--- src/rtl/wb_prefetch_buffer.sv ---
// Single-line read prefetch buffer between the Wishbone arbiter and the SPI SRAM controller.
// Read misses become linear incrementing bursts; hits are served locally; writes pass through.
module wb_prefetch_buffer #(
  parameter int ADDR_WIDTH = 23,
  parameter int LINE_BYTES = 8
) (
  input  logic                  clk_i,
  input  logic                  rst_i,
  input  logic                  flush_i,
  input  logic                  wbs_cyc_i,
  input  logic                  wbs_stb_i,
  input  logic [ADDR_WIDTH-1:0] wbs_adr_i,
  input  logic                  wbs_we_i,
  input  logic [7:0]            wbs_dat_i,
  input  logic [2:0]            wbs_cti_i,
  input  logic [1:0]            wbs_bte_i,
  output logic                  wbs_ack_o,
  output logic                  wbs_err_o,
  output logic                  wbs_rty_o,
  output logic [7:0]            wbs_dat_o,
  output logic                  wbm_cyc_o,
  output logic                  wbm_stb_o,
  output logic [ADDR_WIDTH-1:0] wbm_adr_o,
  output logic                  wbm_we_o,
  output logic [7:0]            wbm_dat_o,
  output logic [2:0]            wbm_cti_o,
  output logic [1:0]            wbm_bte_o,
  input  logic                  wbm_ack_i,
  input  logic                  wbm_err_i,
  input  logic                  wbm_rty_i,
  input  logic [7:0]            wbm_dat_i
);

  localparam int OFF_W = $clog2(LINE_BYTES);
  localparam int TAG_W = ADDR_WIDTH - OFF_W;
  localparam logic [OFF_W-1:0] LAST_IDX = OFF_W'(LINE_BYTES - 1);

  localparam logic [2:0] CTI_CLASSIC = 3'b000;
  localparam logic [2:0] CTI_INCR    = 3'b010;
  localparam logic [2:0] CTI_END     = 3'b111;

  typedef enum logic [2:0] {
    S_IDLE,
    S_HIT,
    S_FILL,
    S_RESP,
    S_ERR,
    S_WRITE
  } state_t;

  state_t state, next_state;

  logic [7:0]            line_data [LINE_BYTES];
  logic [TAG_W-1:0]      tag;
  logic                  valid;
  logic                  flush_pending;
  logic                  abandon;
  logic [OFF_W-1:0]      fill_idx;
  logic [ADDR_WIDTH-1:0] req_adr;
  logic [7:0]            req_dat;
  logic                  ack_q, err_q, rty_q;
  logic [7:0]            rd_dat_q;

  logic [TAG_W-1:0] in_tag, req_tag;
  logic [OFF_W-1:0] in_off, req_off;
  logic             resp_pend, req, rd_hit, beat_fail, beat_ok, fill_last, wr_hit, keep_resp;

  // Upstream cti/bte carry no meaning here: every access is handled as classic.
  logic unused_cti_bte;
  assign unused_cti_bte = ^{wbs_cti_i, wbs_bte_i};

  assign in_tag  = wbs_adr_i[ADDR_WIDTH-1:OFF_W];
  assign in_off  = wbs_adr_i[OFF_W-1:0];
  assign req_tag = req_adr[ADDR_WIDTH-1:OFF_W];
  assign req_off = req_adr[OFF_W-1:0];

  // NOTE: sequential state uses non-blocking assignments so every register samples pre-edge values.
  always_ff @(posedge clk_i) begin
    if (rst_i) state <= S_IDLE;
    else       state <= next_state;
  end

  // NOTE: every signal gets a default before the case so no path leaves one unassigned (no latches).
  always_comb begin
    next_state = state;
    resp_pend  = ack_q | err_q | rty_q;
    // A request is not accepted while the previous response pulse is still on the bus.
    req        = wbs_cyc_i & wbs_stb_i & ~resp_pend;
    rd_hit     = valid && (tag == in_tag) && !flush_i;
    beat_fail  = wbm_err_i | wbm_rty_i;
    beat_ok    = wbm_ack_i & ~beat_fail;
    fill_last  = (fill_idx == LAST_IDX);
    wr_hit     = valid && (tag == req_tag);
    keep_resp  = wbs_cyc_i & ~abandon;

    case (state)
      S_IDLE: begin
        if (req) begin
          if (wbs_we_i)    next_state = S_WRITE;
          else if (rd_hit) next_state = S_HIT;
          else             next_state = S_FILL;
        end
      end
      S_FILL: begin
        if (beat_fail)                next_state = S_ERR;
        else if (beat_ok && fill_last) next_state = S_RESP;
      end
      S_WRITE: begin
        if (wbm_ack_i || beat_fail) next_state = S_IDLE;
      end
      S_HIT, S_RESP, S_ERR: next_state = S_IDLE;
      default:              next_state = S_IDLE;
    endcase

    wbm_cyc_o = (state == S_FILL) || (state == S_WRITE);
    wbm_stb_o = wbm_cyc_o;
    wbm_we_o  = (state == S_WRITE);
    wbm_bte_o = 2'b00;
    wbm_adr_o = '0;
    wbm_dat_o = '0;
    wbm_cti_o = CTI_CLASSIC;
    if (state == S_FILL) begin
      wbm_adr_o = {tag, fill_idx};
      wbm_cti_o = fill_last ? CTI_END : CTI_INCR;
    end else if (state == S_WRITE) begin
      wbm_adr_o = req_adr;
      wbm_dat_o = req_dat;
    end

    // Dropping cyc kills a response that is already queued.
    wbs_ack_o = ack_q & wbs_cyc_i;
    wbs_err_o = err_q & wbs_cyc_i;
    wbs_rty_o = rty_q & wbs_cyc_i;
    wbs_dat_o = rd_dat_q;
  end

  always_ff @(posedge clk_i) begin
    if (rst_i) begin
      tag           <= '0;
      valid         <= 1'b0;
      flush_pending <= 1'b0;
      abandon       <= 1'b0;
      fill_idx      <= '0;
      req_adr       <= '0;
      req_dat       <= '0;
      ack_q         <= 1'b0;
      err_q         <= 1'b0;
      rty_q         <= 1'b0;
      rd_dat_q      <= '0;
    end else begin
      ack_q <= 1'b0;
      err_q <= 1'b0;
      rty_q <= 1'b0;
      if (flush_i && state != S_FILL) valid <= 1'b0;

      case (state)
        S_IDLE: begin
          if (req) begin
            req_adr <= wbs_adr_i;
            req_dat <= wbs_dat_i;
            abandon <= 1'b0;
            if (!wbs_we_i) begin
              if (rd_hit) begin
                ack_q    <= 1'b1;
                rd_dat_q <= line_data[in_off];
              end else begin
                tag           <= in_tag;
                valid         <= 1'b0;
                fill_idx      <= '0;
                flush_pending <= 1'b0;
              end
            end
          end
        end
        S_FILL: begin
          if (flush_i)    flush_pending <= 1'b1;
          if (!wbs_cyc_i) abandon       <= 1'b1;
          if (beat_fail) begin
            valid <= 1'b0;
            err_q <= wbm_err_i & keep_resp;
            rty_q <= ~wbm_err_i & keep_resp;
          end else if (wbm_ack_i) begin
            fill_idx <= fill_idx + 1'b1;
            if (fill_last) begin
              valid    <= ~(flush_pending | flush_i);
              ack_q    <= keep_resp;
              // The last byte is still on wbm_dat_i; the array is written on this same edge.
              rd_dat_q <= (req_off == LAST_IDX) ? wbm_dat_i : line_data[req_off];
            end
          end
        end
        S_WRITE: begin
          if (!wbs_cyc_i) abandon <= 1'b1;
          if (beat_fail) begin
            err_q <= wbm_err_i & keep_resp;
            rty_q <= ~wbm_err_i & keep_resp;
          end else if (wbm_ack_i) begin
            ack_q <= keep_resp;
          end
        end
        default: ;
      endcase
    end
  end

  // NOTE: the line storage has no reset; valid=0 makes its contents irrelevant after reset.
  always_ff @(posedge clk_i) begin
    if (state == S_FILL && beat_ok) begin
      line_data[fill_idx] <= wbm_dat_i;
    end else if (state == S_WRITE && beat_ok && wr_hit) begin
      line_data[req_off] <= req_dat;
    end
  end

endmodule
--- config.mk ---
export PLATFORM = sky130hd
export DESIGN_NAME = wb_prefetch_buffer
export DESIGN_NICKNAME = d
export VERILOG_FILES = /design/src/rtl/wb_prefetch_buffer.sv
export SDC_FILE = /design/constraint.sdc
export NUM_CORES = 1
export LEC_CHECK = 0
export BUFFER_PORTS_ARGS = -buffer_cell sky130_fd_sc_hd__buf_2
export CAP_MARGIN = 20
export CELL_PAD_IN_SITES_DETAIL_PLACEMENT = 0
export CELL_PAD_IN_SITES_GLOBAL_PLACEMENT = 1
export CORE_MARGIN = 2
export CORE_UTILIZATION = 45
export DETAILED_ROUTE_END_ITERATION = 16
export PLACE_DENSITY = 0.82
export SLEW_MARGIN = 10
export SYNTH_ARGS = -nofsm -noshare
export SYNTH_HDL_FRONTEND = slang
export SYNTH_SLANG_ARGS = --single-unit
--- constraint.sdc ---
create_clock -name clk_i -period 3.1 [get_ports clk_i]
set_input_delay 0 -clock clk_i [delete_from_list [all_inputs] [get_ports clk_i]]
set_output_delay 0 -clock clk_i [all_outputs]
set_load 0.02 [all_outputs]
==> PnR_summary.wiki, run 1 <==
{| class="wikitable"
! Metric !! Value
|-
| Share of layout cells above drive strength 1 || 26.79%
|-
| Worst setup SP type || register
|-
| Overflow left after global routing || 0
|-
| Quantity of gates resized following cts || 0
|-
| Result of the run || finished clean
|-
| Site row count || 45
|-
| Initial DRC count || 537
|-
| Detail Placement HPWL || 12370 um
|-
| IO Count || 103
|-
| Dominant register cell in the synthesized netlist || sky130_fd_sc_hd__dfxtp_1
|-
| Share of the cycle needed by the critical path after routing || 82.44%
|-
| Router iterations before antenna repair || 5
|-
| Slew at the pin closest to its max-slew limit || 0.7891 ns
|-
| Final #Nets || 811
|-
| Hold slack || 0.02619 ns
|-
| Maximum number of pins on one net before global-route repair || 78
|-
| Kind of cell with the highest combined delay on the critical path || simple AND/OR/NAND/NOR gates
|-
| Max_slew headroom || 46.84%
|-
| Number of flip-flops and latches in the synthesized netlist || 138
|-
| Crit Path Max Fanout || 5
|-
| Worst Path Buf+Inv || 1
|-
| Register area share after synthesis || 48.20%
|-
| Syn. warnings || 0
|-
| Vias per std cell || 5.713
|-
| Unrepaired setup endpoints after global routing || no
|-
| Total via count after detailed routing || 5599
|-
| Clock Path Buffers || 2
|-
| Leak Pwr || 0.003208 uW
|-
| Total power per unit cell area || 549.2 mW/mm^2
|-
| Buffer cell driving the clock tree root || sky130_fd_sc_hd__clkbuf_16
|-
| Detailed-route DRC error count || 0
|-
| Share of the synthesized area in the top cell type || 27.22%
|-
| Class of the most critical setup path || reg -> reg
|-
| Depth of the CTS H-tree || 4
|-
| Global-route usage over all layers || 23.09%
|-
| Reported max-cap violation count || 0
|-
| Total area of multi-input combinational cells || 0.003425 mm^2
|-
| Time the worst path needs with I/O delays and setup || 2.556 ns
|-
| Final Wtd Congestion || 0.8034
|-
| Worst-case vdd ir drop || 387.4 uV
|-
| Top cells by count, synth || sky130_fd_sc_hd__dfxtp_1, sky130_fd_sc_hd__nand2_1, sky130_fd_sc_hd__edfxtp_1
|-
| Area of all sequential standard cells || 0.003403 mm^2
|-
| Diode count || 0
|-
| Synthesized area per cell || 11.22 um^2
|-
| TritonCTS clock tree || built
|-
| Worst Setup End Kind || register
|-
| Post-route cell area || 0.008802 mm^2
|-
| Die X || 129.3 um
|-
| Synthesized cell area || 0.007061 mm^2
|-
| Library cell with the largest summed area after synthesis || sky130_fd_sc_hd__edfxtp_1
|-
| Slowest cell on the critical path || sky130_fd_sc_hd__o21ai_0
|-
| Class of the tightest hold or removal check || in -> reg
|-
| Required time at the worst-slack endpoint || 3.23 ns
|-
| Core area || 0.01526 mm^2
|-
| Post-placement cell area || 0.007751 mm^2
|-
| Filler instances || 1244
|-
| Post-CTS clock slew at the launch and capture registers of the worst setup and hold paths || 0.06 ns
|-
| Worst slack at placement || 0.5738 ns
|-
| Die area || 0.01671 mm^2
|-
| Synth cell types || 55
|-
| Cell count after synthesis || 629
|-
| Biggest cell delay along the critical path || 0.67 ns
|-
| Antenna violations before repair || 0
|-
| Signal arrival time at the worst endpoint || 2.68 ns
|-
| Global-route wire length before repair || 29240 um
|-
| Starting Density || 46.27%
|-
| Number of flops mapped to enable cells by yosys || 64
|-
| Layout area overhead || 24.67%
|-
| Cts bufs inserted || 17
|-
| Most repeated library cell on the critical path || sky130_fd_sc_hd__nand4_1
|-
| Port buffer count || 95
|-
| Biggest area contributors in the synthesized netlist || sky130_fd_sc_hd__edfxtp_1, sky130_fd_sc_hd__dfxtp_1, sky130_fd_sc_hd__mux4_2
|-
| Final wirelength || 18800 um
|-
| Fraction of registers with async set/reset || 0%
|-
| Worst setup slack after layout || 0.5444 ns
|-
| Number of global-route vias before repair || 5547
|-
| Max Clock Freq || 0.3913 GHz
|-
| Count of antenna-violating nets left after detailed routing || 0
|-
| Clock latency reported for the late side of the worst-skew pair || 0.42 ns
|-
| Final setup violating endpoints || 0
|-
| Clock sink count || 138
|-
| Count of pins over their slew limit || 0
|-
| Chain of cells forming the critical path || xnor2_1 -> nand4_1 -> nor4_1 -> nand4_1 -> o21ai_0 -> buf_4
|-
| Y dimension of the die || 129.3 um
|-
| Number of endpoints with negative hold slack in the final report || 0
|-
| Detailed-route wire length per cell || 19.19 um
|-
| Post-route clock skew || 0.01964 ns
|-
| Summed negative setup slack over all endpoints || 0 ns
|}
[routing by layer]
layer | wire length [um] | vias up | track usage [%]
met5 | 0 | - | 0
met4 | 470 | 0 | 8.312
met3 | 1315 | 36 | 4.996
met2 | 9239 | 251 | 38.42
met1 | 7777 | 2746 | 29.89
li1 | - | 2566 | -
[state kept, by name (all words and copies together) (netlist names), named ones only]
register,cells
wbs_dat_o,8
flush_pending,1
ack_q,1
req_adr,23
err_q,1
fill_idx,3
state,3
req_dat,8
line_data,64
rty_q,1
tag,20
valid,1
abandon,1
[logic make-up after synthesis]
| group | Yosys count | share of synthesized area (%) |
|---|---|---|
| AOI/OAI and AO/OA | 109 | 10.46 |
| xor gates and xnor gates | 40 | 4.962 |
| adders and majority gates | 2 | 0.3544 |
| buffers and inverters | 52 | 3.420 |
| DFF | 138 | 48.20 |
| muxes | 76 | 16.73 |
| other | 1 | 0.05311 |
| and+or+nand+nor | 211 | 15.83 |
[final cells by class]
| class | instances | area share [%] |
|---|---|---|
| inverters | 3 | 0.1279 |
| well taps | 211 | 2.999 |
| multi-input cells | 440 | 38.91 |
| repair buffers | 156 | 11.66 |
| flip-flops and latches | 138 | 38.66 |
| clock buffers | 17 | 4.833 |
| clock inverters | 15 | 2.815 |
[worst paths after layout]
check	from	to	slack [ns]	cells after the start
max reg2reg	tag[7]	line_data[4][5]	0.54	6
min	wbm_ack_i	state[2]	0.03	4
min reg2reg	req_dat[7]	req_dat[7]	0.48	2
max	tag[7]	line_data[4][5]	0.54	6
[layout by cell type (no fill, tap or decap), drive strengths merged, types with 4 or more instances in the layout]
cell	instances
nor2b	11
mux4	32
inv	4
and2	14
edfxtp	64
mux2i	28
nand2b	44
a22o	23
xnor2	37
bufinv	6
dfxtp	74
o31ai	4
buf	119
mux2	16
clkinv	4
nor2	21
nand3	12
nand2	75
o21ai	12
clkbuf	17
o22ai	8
a21oi	37
a31oi	4
nor3	4
clkinvlp	4
nand4	11
a2111oi	8
dlygate4sd3	37
[through the flow]
step	cells	util [%]	total power, uW
6_report	980	57.69	4834
5_1_grt	980	57.69	4998
4_1_cts	979	57.64	4864
3_5_place_dp	910	50.80	2540
3_3_place_gp	910	50.80	2528
2_1_floorplan	630	-	2384
[tightest hold or removal path: stages]
cell                      delay, ns
sky130_fd_sc_hd__buf_2         0.10
sky130_fd_sc_hd__nor3_1        0.06
sky130_fd_sc_hd__a22oi_1       0.17
sky130_fd_sc_hd__nor2_1        0.06
[power breakdown]
part / switching (uW) / leakage (uW) / internal, uW / total [uW]
Combinational: 280 / 0.00172 / 239 / 519
Clock: 784 / 0.000316 / 1510 / 2290
Sequential: 67.2 / 0.00118 / 1950 / 2020
Total: 1130 / 0.00321 / 3700 / 4830
[repair_timing]
item | 4_1_cts | 5_1_grt
setup buffers | 0 | 0
hold buffers | 37 | 0
hold endpoints to repair | 57 | 0
Note: power is estimated with default switching activity, not from simulation.
==> inputs of run 2 (changes only) <==
--- a/config.mk
+++ b/config.mk
@@ -10,9 +10,9 @@
 export CELL_PAD_IN_SITES_DETAIL_PLACEMENT = 0
 export CELL_PAD_IN_SITES_GLOBAL_PLACEMENT = 1
 export CORE_MARGIN = 2
-export CORE_UTILIZATION = 45
+export CORE_UTILIZATION = 41
 export DETAILED_ROUTE_END_ITERATION = 16
-export PLACE_DENSITY = 0.82
+export PLACE_DENSITY = 0.79
 export SLEW_MARGIN = 10
 export SYNTH_ARGS = -nofsm -noshare
 export SYNTH_HDL_FRONTEND = slang
==> constraint.sdc (replaced) <==
create_clock -name clk_i -period 2.3 [get_ports clk_i]
set_input_delay 0 -clock clk_i [delete_from_list [all_inputs] [get_ports clk_i]]
set_output_delay 0 -clock clk_i [all_outputs]
set_load 0.02 [all_outputs]
==> run 2 against run 1 <==
- register-to-register slack got worse by 0.45 ns
- sequential share of layout area fell by 0.16 points
- highest routed layer unchanged
- critical endpoint is now line_data[6][1]
- first-iteration DRC count fell by 36%
- hold slack got worse by 0.00054 ns
- sequential power rose by 35%
==> PnR_summary.wiki, run 2 (synthesis results as in run 1) <==
{| class="wikitable"
! Metric !! Value
|-
| Result of the run || finished clean
|-
| Number of flip-flops in the largest register || 64
|-
| Leak Pwr || 0.003215 uW
|-
| Detail Placement HPWL || 13150 um
|-
| Site row count || 47
|-
| Required time at the worst-slack endpoint || 2.42 ns
|-
| Core area || 0.01670 mm^2
|-
| Total area of multi-input combinational cells || 0.003436 mm^2
|-
| Clock Path Buffers || 2
|-
| Total via count after detailed routing || 5538
|-
| Layout area overhead || 25.18%
|-
| Leading registers by flop count || line_data: 64 flops, req_adr: 23 flops, tag: 20 flops
|-
| Class of the tightest hold or removal check || in -> reg
|-
| Fin util || 52.92%
|-
| Worst-case vdd ir drop || 554.9 uV
|-
| Summed negative setup slack over all endpoints || 0 ns
|-
| Antenna violations before repair || 0
|-
| Diode count || 0
|-
| Max_slew headroom || 46.93%
|-
| Initial DRC count || 341
|-
| Final wirelength || 18870 um
|-
| Post-route cell area || 0.008838 mm^2
|-
| Biggest cell delay along the critical path || 0.48 ns
|-
| Vias per std cell || 5.560
|-
| Slowest cell on the critical path || sky130_fd_sc_hd__or3b_1
|-
| Clock sink count || 138
|-
| Global-route wire length before repair || 29660 um
|-
| Maximum number of pins on one net before global-route repair || 66
|-
| R2r setup slk || 0.09 ns
|-
| Worst setup SP type || register
|-
| Top library cells by usage in the layout, fill and taps aside || sky130_fd_sc_hd__buf_2, sky130_fd_sc_hd__nand2_1, sky130_fd_sc_hd__dfxtp_1
|-
| Port buffer count || 95
|-
| Unrepaired setup endpoints after global routing || no
|-
| Die area || 0.01829 mm^2
|-
| Depth of the CTS H-tree || 4
|-
| Crit Path Max Fanout || 8
|-
| Cts bufs inserted || 17
|-
| Max Clock Freq || 0.4533 GHz
|-
| Overflow left after global routing || 0
|-
| Time the worst path needs with I/O delays and setup || 2.206 ns
|-
| Share of the cycle needed by the critical path after routing || 95.92%
|-
| Worst Setup End Kind || register
|-
| Reported max-cap violation count || 0
|-
| Die X || 135.2 um
|-
| IO Count || 103
|-
| Final #Nets || 818
|-
| Worst Path Buf+Inv || 2
|-
| Slew at the pin closest to its max-slew limit || 0.7960 ns
|-
| Buffer cell driving the clock tree root || sky130_fd_sc_hd__clkbuf_16
|-
| Detailed-route DRC error count || 0
|-
| Class of the most critical setup path || reg -> reg
|-
| Beginning of the worst hold path || wbm_ack_i
|-
| Area of all sequential standard cells || 0.003403 mm^2
|-
| Number of global-route vias before repair || 5565
|-
| Global-route usage over all layers || 21.24%
|-
| Post-placement cell area || 0.007868 mm^2
|-
| Final Wtd Congestion || 0.8432
|-
| Post-CTS clock slew at the launch and capture registers of the worst setup and hold paths || 0.06 ns
|-
| Buffer count from post-CTS setup fixing || 0
|-
| Count of antenna-violating nets left after detailed routing || 0
|-
| Kind of cell with the highest combined delay on the critical path || simple AND/OR/NAND/NOR gates
|-
| Post-route clock skew || 0.006766 ns
|-
| Crit Reg-Reg Endpoint || line_data[6][1]
|-
| Signal arrival time at the worst endpoint || 2.33 ns
|-
| Share of layout cells above drive strength 1 || 27.45%
|-
| Clock latency reported for the late side of the worst-skew pair || 0.42 ns
|-
| Chain of cells forming the critical path || or3b_1 -> inv_1 -> and2_1 -> nor2b_1 -> nand3_1 -> o21ai_0 -> buf_4
|-
| Count of pins over their slew limit || 0
|-
| Launch point of the worst reg-to-reg path || state[2]
|-
| Endpoint of the worst hold-timing path || state[2]
|-
| Final setup violating endpoints || 0
|-
| Detailed-route wire length per cell || 18.95 um
|-
| Worst Reg2Reg Path Length in Cells || 7
|-
| Hold Path Depth || 4
|-
| Filler instances || 1496
|-
| Most flops, register || line_data
|-
| Most common cell after layout, fill and taps aside || sky130_fd_sc_hd__buf_2
|-
| TritonCTS clock tree || built
|-
| Router iterations before antenna repair || 6
|-
| Number of endpoints with negative hold slack in the final report || 0
|-
| Y dimension of the die || 135.2 um
|-
| Total power per unit cell area || 701.9 mW/mm^2
|-
| Starting Density || 42.28%
|}
-- run 2: final cells by class --
class,instances,share of cell area (%)
multi-input combinational,440,38.87
sequential,138,38.51
timing repair buffer,163,12.60
clock buffer,17,4.813
tap,220,3.114
clock inverter,15,1.968
inverter,3,0.1274
-- run 2: worst max-delay path by stage --
| stage | startpoint | to | cells after the start | slack (ns) |
|---|---|---|---|---|
| 3_5_place_dp | tag[7] | line_data[2][3] | 6 | 0.09 |
| 3_3_place_gp | tag[7] | line_data[6][1] | 6 | 0.20 |
| 2_1_floorplan | state[1] | line_data[0][0] | 8 | -0.23 |
| 4_1_cts | tag[7] | line_data[2][2] | 6 | 0.09 |
| 6_report | state[2] | line_data[6][1] | 7 | 0.09 |
| 5_1_grt | state[2] | wbm_adr_o[13] | 5 | 0.008 |
-- run 2: what timing repair did --
action / 4_1_cts / 5_1_grt
setup endpoints to repair: 0 / 96
gates resized for setup: 0 / 2
hold buffers: 36 / 0
endpoints found under the hold margin: 59 / 0
-- run 2: power breakdown --
part / switching, uW / internal (uW)
Clock: 1050 / 1700
Sequential: 88.2 / 2630
Combinational: 387 / 341
Total: 1530 / 4680
-- run 2: worst reg2reg max path, cell delays in order, from the launching register on --
cell,delay (ns)
sky130_fd_sc_hd__dfxtp_1,0.35
sky130_fd_sc_hd__or3b_1,0.48
sky130_fd_sc_hd__inv_1,0.16
sky130_fd_sc_hd__and2_1,0.15
sky130_fd_sc_hd__nor2b_1,0.27
sky130_fd_sc_hd__nand3_1,0.13
sky130_fd_sc_hd__o21ai_0,0.12
sky130_fd_sc_hd__buf_4,0.24
-- run 2: per-layer routing --
metal	track usage, %	wire length [um]	vias up
met2	35.73	9439	168
met3	4.527	944	39
met5	0	0	-
met1	26.69	8037	2754
li1	-	-	2577
met4	8.738	452	0
-- run 2: metrics by stage --
step                      power (uW)  hold WS [ns]  std cells  setup slack [ns]
after floorplan                 3214        0.1326        630           -0.2330
after global placement          3426        0.2448        928            0.1988
after detailed placement        3447        0.2519        928           0.09431
after CTS                       6236      0.006862        996           0.08997
after global routing            6427       0.01807        996          0.007553
final                           6204       0.02565        996           0.09386
==> inputs of run 3 (changes only) <==
--- a/config.mk
+++ b/config.mk
@@ -12,6 +12,7 @@
 export CORE_MARGIN = 2
 export CORE_UTILIZATION = 41
 export DETAILED_ROUTE_END_ITERATION = 16
+export GPL_TIMING_DRIVEN = 0
 export PLACE_DENSITY = 0.79
 export SLEW_MARGIN = 10
 export SYNTH_ARGS = -nofsm -noshare
==> run 3 against run 2 <==
- critical path depth up 2
- cell area up 2.7%
- first-iteration DRC count up 50%
- global-route usage up 2.6 points
- non-clock buffer count up 29
- sequential power about the same
- largest power group unchanged
==> PnR_summary.wiki, run 3 (synthesis results as in run 1) <==
{| class="wikitable"
! Metric !! Value
|-
| Final Wtd Congestion || 0.8719
|-
| Filler instances || 1441
|-
| Worst-case vdd ir drop || 556.8 uV
|-
| Total power per unit cell area || 697.8 mW/mm^2
|-
| Number of endpoints with negative hold slack in the final report || 0
|-
| Clock power share || 44.9%
|-
| Port buffer count || 92
|-
| Most flops, register || line_data
|-
| Max_slew headroom || 46.17%
|-
| TritonCTS clock tree || built
|-
| Class of the most critical setup path || reg -> reg
|-
| Layout area overhead || 28.60%
|-
| Worst Path Buf+Inv || 4
|-
| Leak Pwr || 0.003320 uW
|-
| Depth of the CTS H-tree || 4
|-
| Number of flip-flops in the largest register || 64
|-
| Global-route wire length before repair || 32490 um
|-
| Cell-internal power || 4718 uW
|-
| Signal arrival time at the worst endpoint || 2.35 ns
|-
| IO Count || 103
|-
| Summed negative setup slack over all endpoints || 0 ns
|-
| Antenna violations before repair || 0
|-
| Slew at the pin closest to its max-slew limit || 0.8075 ns
|-
| Global-route usage over all layers || 23.83%
|-
| Final wirelength || 21330 um
|-
| Die area || 0.01829 mm^2
|-
| Chain of cells forming the critical path || clkbuf_4 -> and3b_1 -> buf_6 -> nand4_1 -> nor2_2 -> nand3_2 -> clkbuf_8 -> o31ai_4 -> buf_4
|-
| Share of the cycle needed by the critical path after routing || 96.13%
|-
| Post-CTS clock slew at the launch and capture registers of the worst setup and hold paths || 0.06 ns
|-
| Number of global-route vias before repair || 5720
|-
| Initial DRC count || 511
|-
| Class of the tightest hold or removal check || in -> reg
|-
| Y dimension of the die || 135.2 um
|-
| Post-route clock skew || 0.007247 ns
|-
| Sw frac || 25.54%
|-
| Worst slack at placement || -0.8669 ns
|-
| Leading registers by flop count || line_data: 64 flops, req_adr: 23 flops, tag: 20 flops
|-
| Detailed-route DRC error count || 0
|-
| Overflow left after global routing || 0
|-
| Non-filler instance count after layout || 1025
|-
| Area of all sequential standard cells || 0.003406 mm^2
|-
| Buffer cell driving the clock tree root || sky130_fd_sc_hd__clkbuf_16
|-
| Result of the run || finished clean
|-
| Cts bufs inserted || 17
|-
| Final setup violating endpoints || 0
|-
| Unrepaired setup endpoints after global routing || no
|-
| Crit Path Max Fanout || 10
|-
| Reported max-cap violation count || 0
|-
| Slowest cell on the critical path || sky130_fd_sc_hd__dfxtp_1
|-
| Worst setup SP type || register
|-
| Time the worst path needs with I/O delays and setup || 2.211 ns
|-
| Share of layout cells above drive strength 1 || 29.32%
|-
| Worst Setup End Kind || register
|-
| Net switching component of the power || 1618 uW
|-
| Starting Density || 42.28%
|-
| Total area of multi-input combinational cells || 0.003552 mm^2
|-
| Kind of cell with the highest combined delay on the critical path || buffers and inverters
|-
| Die X || 135.2 um
|-
| Most common cell after layout, fill and taps aside || sky130_fd_sc_hd__buf_2
|-
| Biggest cell delay along the critical path || 0.29 ns
|-
| Final #Nets || 847
|-
| Router iterations before antenna repair || 4
|-
| Number of placed cells counting well taps || 951
|-
| Count of antenna-violating nets left after detailed routing || 0
|-
| Vias per std cell || 5.713
|-
| Clock latency reported for the late side of the worst-skew pair || 0.42 ns
|-
| Required time at the worst-slack endpoint || 2.44 ns
|-
| Site row count || 47
|-
| Combinational power share || 12.2%
|-
| Clock sink count || 138
|-
| Top library cells by usage in the layout, fill and taps aside || sky130_fd_sc_hd__buf_2, sky130_fd_sc_hd__nand2_1, sky130_fd_sc_hd__dfxtp_1
|-
| Core area || 0.01670 mm^2
|-
| Max Clock Freq || 0.4523 GHz
|-
| Worst setup slack after layout || 0.08911 ns
|-
| Maximum number of pins on one net before global-route repair || 17
|-
| Diode count || 0
|-
| Count of pins over their slew limit || 0
|-
| Clock Path Buffers || 2
|-
| Proportion of power drawn by flip-flops and latches || 42.9%
|-
| Detail Placement HPWL || 14920 um
|-
| Total via count after detailed routing || 5856
|-
| Detailed-route wire length per cell || 20.81 um
|}
[run 3: cell count changes in the layout (fill, tap and decap cells not counted), moves of 3 or more]
| cell | delta |
|---|---|
| sky130_fd_sc_hd__clkbuf_1 | +22 |
| sky130_fd_sc_hd__buf_6 | +6 |
| sky130_fd_sc_hd__buf_4 | -4 |
| sky130_fd_sc_hd__o21ai_0 | -4 |
| sky130_fd_sc_hd__o21ai_4 | +4 |
| sky130_fd_sc_hd__o31ai_1 | -4 |
| sky130_fd_sc_hd__o31ai_4 | +4 |
| sky130_fd_sc_hd__a2111oi_0 | -3 |
| sky130_fd_sc_hd__a2111oi_1 | +3 |
| sky130_fd_sc_hd__buf_12 | -3 |
| sky130_fd_sc_hd__buf_2 | +3 |
| sky130_fd_sc_hd__clkbuf_2 | +3 |
| sky130_fd_sc_hd__clkinv_1 | -3 |
| sky130_fd_sc_hd__clkinv_2 | +3 |
[run 3: worst min-delay path, stage by stage]
cell                       delay (ns)
sky130_fd_sc_hd__buf_2           0.11
sky130_fd_sc_hd__o21ai_0         0.12
sky130_fd_sc_hd__nand4b_1        0.11
sky130_fd_sc_hd__o21ai_0         0.06
[run 3: per-stage QoR]
| stage | hold WS, ns | cell area [um^2] | util (%) | total power [uW] |
|---|---|---|---|---|
| 6_report | 0.02081 | 9080 | 54.37 | 6336 |
| 2_1_floorplan | 0.1326 | 7064 | - | 3214 |
| 4_1_cts | 0.007332 | 8999 | 53.88 | 6343 |
| 3_3_place_gp | 0.2448 | 7800 | 46.70 | 3447 |
| 3_5_place_dp | 0.2516 | 7888 | 47.23 | 3467 |
| 5_1_grt | 0.03267 | 9080 | 54.37 | 6526 |
[run 3: area by class of cell]
| class | count | area share, % |
|---|---|---|
| Buffer | 45 | 2.797 |
| Clock buffer | 19 | 4.878 |
| Clock inverter | 13 | 1.819 |
| Inverter | 3 | 0.1516 |
| Multi-Input combinational cell | 440 | 39.12 |
| Sequential cell | 138 | 37.51 |
| Tap cell | 220 | 3.032 |
| Timing Repair Buffer | 147 | 10.69 |
[run 3: power groups by stage]
stage	Combinational, uW	Clock (uW)	Sequential, uW
2_1_floorplan	477	0	2740
3_3_place_gp	694	0	2750
3_5_place_dp	709	0	2760
4_1_cts	769	2860	2710
5_1_grt	837	2960	2730
6_report	774	2840	2720
[run 3: path summary, 6_finish.rpt]
path,slack [ns],endpoint,cells past startpoint,start
worst max-delay path,0.09,line_data[2][7],9,state[1]
worst min-delay path,0.02,state[0],4,wbm_rty_i
worst max register to register,0.09,line_data[2][7],9,state[1]
worst min register to register,0.48,req_dat[0],2,req_dat[0]
[run 3: per-layer routing]
layer	track usage (%)	routed length, um	up-vias
met4	8.275	464	0
met5	0	0	-
li1	-	-	2641
met1	30.44	8735	2916
met2	40.61	10720	268
met3	4.639	1415	31
[run 3: repair_timing]
item                                    in CTS  in global routing
hold endpoints to repair                    57                  0
resized for setup                           27                 21
endpoints found under the setup margin     135                124
pin swaps                                    4                  4
hold buffers                                36                  0
setup buffers                                6                  4
